--- src/rtl/ifetch_unit.sv ---
// Fetch stage: owns the PC, handshakes with variable-latency instruction memory and
// feeds the IF/ID buffer, inserting NOP bubbles on stalls, waits and redirects.
module ifetch_unit #(
  parameter logic [31:0] RESET_PC  = 32'h0000_0000,
  parameter logic [31:0] NOP_INSTR = 32'h0000_0000
) (
  input  logic        clk,
  input  logic        reset,
  input  logic        stall,
  input  logic        redirect,
  input  logic [31:0] redirect_pc,
  output logic        imem_req,
  output logic [31:0] imem_addr,
  input  logic        imem_ready,
  input  logic [31:0] imem_rdata,
  output logic [31:0] pc_next_out,
  output logic [31:0] instr_out,
  output logic        ifid_enable
);

  localparam logic [1:0] START = 2'd0;
  localparam logic [1:0] FETCH = 2'd1;
  localparam logic [1:0] HOLD  = 2'd2;
  localparam logic [1:0] DRAIN = 2'd3;

  logic [1:0]  state, state_nxt;
  logic [31:0] pc, pc_nxt;
  logic [31:0] req_addr, req_addr_nxt;
  logic [31:0] hold_instr, hold_instr_nxt;
  logic [31:0] pc_plus4;

  assign pc_plus4 = pc + 32'd4;

  always_comb begin
    state_nxt      = state;
    pc_nxt         = pc;
    req_addr_nxt   = req_addr;
    hold_instr_nxt = hold_instr;
    imem_req       = 1'b0;
    imem_addr      = pc;
    ifid_enable    = 1'b0;
    instr_out      = NOP_INSTR;
    pc_next_out    = pc;

    case (state)
      START: begin
        state_nxt = FETCH;
        if (redirect) begin
          ifid_enable = 1'b1;
          pc_nxt      = redirect_pc;
        end
      end

      FETCH: begin
        imem_req = 1'b1;
        if (redirect) begin
          ifid_enable = 1'b1;
          pc_nxt      = redirect_pc;
          // The request in flight must finish at its original address before refetching.
          if (!imem_ready) begin
            req_addr_nxt = pc;
            state_nxt    = DRAIN;
          end
        end else if (imem_ready) begin
          instr_out   = imem_rdata;
          pc_next_out = pc_plus4;
          if (!stall) begin
            ifid_enable = 1'b1;
            pc_nxt      = pc_plus4;
          end else begin
            hold_instr_nxt = imem_rdata;
            state_nxt      = HOLD;
          end
        end else begin
          ifid_enable = !stall;
        end
      end

      HOLD: begin
        instr_out   = hold_instr;
        pc_next_out = pc_plus4;
        if (redirect) begin
          ifid_enable = 1'b1;
          instr_out   = NOP_INSTR;
          pc_next_out = pc;
          pc_nxt      = redirect_pc;
          state_nxt   = FETCH;
        end else if (!stall) begin
          ifid_enable = 1'b1;
          pc_nxt      = pc_plus4;
          state_nxt   = FETCH;
        end
      end

      DRAIN: begin
        imem_req    = 1'b1;
        imem_addr   = req_addr;
        ifid_enable = !stall || redirect;
        if (redirect) pc_nxt = redirect_pc;
        if (imem_ready) state_nxt = FETCH;
      end

      default: state_nxt = START;
    endcase

    // Outputs show reset values while reset is held, independent of the inputs.
    if (!reset) begin
      imem_req    = 1'b0;
      ifid_enable = 1'b0;
      instr_out   = NOP_INSTR;
      pc_next_out = RESET_PC;
    end
  end

  always_ff @(posedge clk or negedge reset) begin
    if (!reset) begin
      state      <= START;
      pc         <= RESET_PC;
      req_addr   <= RESET_PC;
      hold_instr <= NOP_INSTR;
    end else begin
      state      <= state_nxt;
      pc         <= pc_nxt;
      req_addr   <= req_addr_nxt;
      hold_instr <= hold_instr_nxt;
    end
  end

endmodule

--- config.mk ---
export PLATFORM = sky130hd
export DESIGN_NAME = ifetch_unit
export DESIGN_NICKNAME = d
export VERILOG_FILES = /design/src/rtl/ifetch_unit.sv
export SDC_FILE = /design/constraint.sdc
export NUM_CORES = 1
export LEC_CHECK = 0
export ABC_AREA = 1
export ABC_CLOCK_PERIOD_IN_PS = 4500
export BUFFER_PORTS_ARGS = -buffer_cell sky130_fd_sc_hd__buf_2
export CAP_MARGIN = 20
export CORE_MARGIN = 2
export CORE_UTILIZATION = 58
export DETAILED_ROUTE_END_ITERATION = 10
export PLACE_DENSITY = 0.87
export SYNTH_ARGS = -nofsm -noshare
export SYNTH_HDL_FRONTEND = slang
export SYNTH_SLANG_ARGS = --single-unit
export TNS_END_PERCENT = 100
--- constraint.sdc ---
create_clock -name clk -period 4.5 [get_ports clk]
set_input_delay 0.225 -clock clk [delete_from_list [all_inputs] [get_ports clk]]
set_output_delay 0.225 -clock clk [all_outputs]
set_load 0.005 [all_outputs]
==> metrics.cfg <==
[run_status]
outcome = completed

[cts]
cts_buffers = 9
clockRootBuffer = clkbuf_8
cts_sinks = 98
htreeDepth = 3
cts_tree = done
cts_buffer_depth = 2
clk_latency_ns = 0.37
clk_pin_slew_worst_paths_ns = 0.10

[synth]
synth_common_cells = 309 x nand2_1, 114 x o21ai_0, 98 x dfrtp_1
synth_top_area_share = 0.3933
async_reset_ff_frac = 1.000
synth_xor_area_frac = 0.008429
synth_area_sq_um = 6235
synth.distinct_cells = 29
synth_ff_type = dfrtp_1
synth_top_area_cell = dfrtp_1
synth_cells = 908
syn_avg_cell_area_sq_um = 6.866
synth_most_common_cell = nand2_1
seq_area_frac_synth = 0.3933
synth_compound_area_frac = 0.1790
synth_mux_area_frac = 0.05780
ys_ff_latch = 98
synth_fa_ha_area_frac = 0.01003
synthSimpleGateAreaFrac = 0.2808
synthTopCellsByArea = dfrtp_1 39%, nand2_1 19%, o21ai_0 9.2%
yosysWarnings = 0
synth_top_family_by_area = simple AND/OR/NAND/NOR gates
syn_nets = 982
synth_edf_count = 0

[die]
num_io_pins = 167
chipWidth_um = 107.7
die_h_um = 107.7
initial_utilization = 0.6012
dieArea_sq_um = 11600
core_area_sq_um = 10370
rows = 37

[sta]
hold_ws_ns = 0.06255
layout_min_cycle_time_ns = 3.360
clock.fmax_mhz = 297.6
fin_crit_sh = 0.7466
finalMaxSlewViolations = 0
setup_ws_ns = 1.140
setup-violations-final = 0
tightest_slew_ns = 1.062
grt_setup_unrepaired = false
final.setup.tns_ns = 0
skew_ns = 0.01130
hold_viol_final = 0
max_slew_margin = 0.2902

[global_route]
gr-usage-all-layers = 0.3010
grt_pass1_wl_um = 27700
grt_max_degree = 73
gr-total-overflow = 0
grt_pass1_vias = 5772
antenna_found_initial = 0

[critical_path]
r2r_slack_ns = 1.60
crit_chain = inv_1 > ha_1 > nand2_1 > a21oi_1 > buf_2
startpoint_type = register
path_buf_inv = 2
critPathCapture = instr_out[17]
cpPeakStageDelay_ns = 0.87
r2r-start = state[1]
worst-path-stages = 5
crit_fanout = 32
end_kind = output pin
arrival_ns = 3.13
crit_family = adder cells
rr_worst_depth = 7
startpoint = state[1]
crit_type = reg2out
rr_endpoint = pc[6]
cp.required_ns = 4.28
crit_path_top_delay_cell = ha_1

[pwr]
peakVddDrop_v = 0.0003017
power-per-cell-area_nw_per_um2 = 657.4
cellLeakagePower_nw = 3.577

[route]
viasPerCell = 5.519
wl_um = 17440
wl_per_cell_um = 14.73
drtIter0Drc = 693
ant_nets = 0
drc = 0
vias = 6535
drt-pass1-iter-count = 5

[layout]
diodes = 0
final_cell_area_sq_um = 7305
area_growth_pct = 17.16
drive_above_1_share = 0.2195
final_util = 0.7044
layout.nets = 1118

[hold_path]
worstHoldPathType = in2reg
min_path_cells = 3

[place]
dp_slack_ns = 1.633
place_congestion = 0.9812
placed_cell_area_sq_um = 7078
hpwl_um = 12620
port_buffers = 166

[job]
drv_cap = 0

registers in the layout (all words and copies together) (netlist names):
| register | count |
|---|---|
| hold_instr | 32 |
| state | 2 |
| req_addr | 32 |
| pc | 32 |
how the worst min path moves through the flow:
stage	start	to
detailed placement	reset	state[1]
global placement	reset	state[0]
finish	redirect_pc[0]	pc[0]
global route	imem_rdata[6]	hold_instr[6]
CTS	redirect_pc[0]	pc[0]
floorplan	reset	hold_instr[0]
timing repair:
item / in CTS / in global routing
gates resized for setup: 0 / 0
hold endpoints to repair: 27 / 0
buffers inserted: 0 / 0
endpoints found under the setup margin: 0 / 0
hold buffers: 1 / 0
metal layers:
layer | global-route usage | vias to the layer above | routed length [um]
met1 | 0.4165 | 2905 | 7673
met4 | 0.1154 | 0 | 489
met3 | 0.03571 | 33 | 1500
met5 | 0 | - | 0
li1 | - | 3228 | -
met2 | 0.4852 | 369 | 7772
layout make-up:
cell class | instances | area (sq um)
repair buffers | 172 | 900.9
clock buffers | 9 | 123.9
well taps | 136 | 170.2
multi-input cells | 699 | 3352
inverters | 64 | 240.2
clock inverters | 6 | 65.06
flip-flops and latches | 98 | 2452
fillers | 948 | 3065
placed cells by master (no fill, tap or decap):
cell type      instances
clkinv_2               2
ha_2                   1
a31oi_1                2
buf_4                  5
nor2_4                 1
a31oi_4                1
bufinv_16              1
o21ai_1                2
dlygate4sd3_1          1
mux2_1                 2
dfrtp_1               98
clkinvlp_4             1
inv_2                  3
clkinv_1               1
inv_1                 60
nor2_1                84
mux2_2                30
a21oi_4                1
buf_2                165
o21ai_0              114
buf_16                 1
o22ai_1                8
o211ai_1               1
nand3_2                1
nand2_1              309
nor2_2                 3
nand4_1                1
inv_6                  2
nand2_2                3
a22oi_1                5
nand3b_1               1
ha_1                   4
o311a_1                1
xor2_1                 6
a21oi_1               76
nand3_1               42
clkbuf_8               9
kinds of logic after synthesis:
family                   Yosys count
AND/OR/NAND/NOR                  445
AO/OA/AOI/OAI                    211
buffers and inverters            111
flip-flops                        98
multiplexers                      32
XOR/XNOR                           6
adder cells (fa/ha/maj)            5
worst min-delay path: stages:
cell and delay, ns:
buf_2 0.08, nand2_1 0.04, o21ai_0 0.06
report_power, final:
group | internal, W | switching (W) | total [W]
combinational | 0.000955 | 0.00161 | 0.00257
clock | 0.000256 | 0.000319 | 0.000575
sequential | 0.00130 | 0.000358 | 0.00166
metrics by stage:
stage,power [W],instances
floorplan,0.003291,908
global placement,0.004138,1167
detailed placement,0.004192,1167
CTS,0.004764,1183
global route,0.005226,1184
finish,0.004802,1184
No activity file was read; power rests on OpenSTA's default activity.
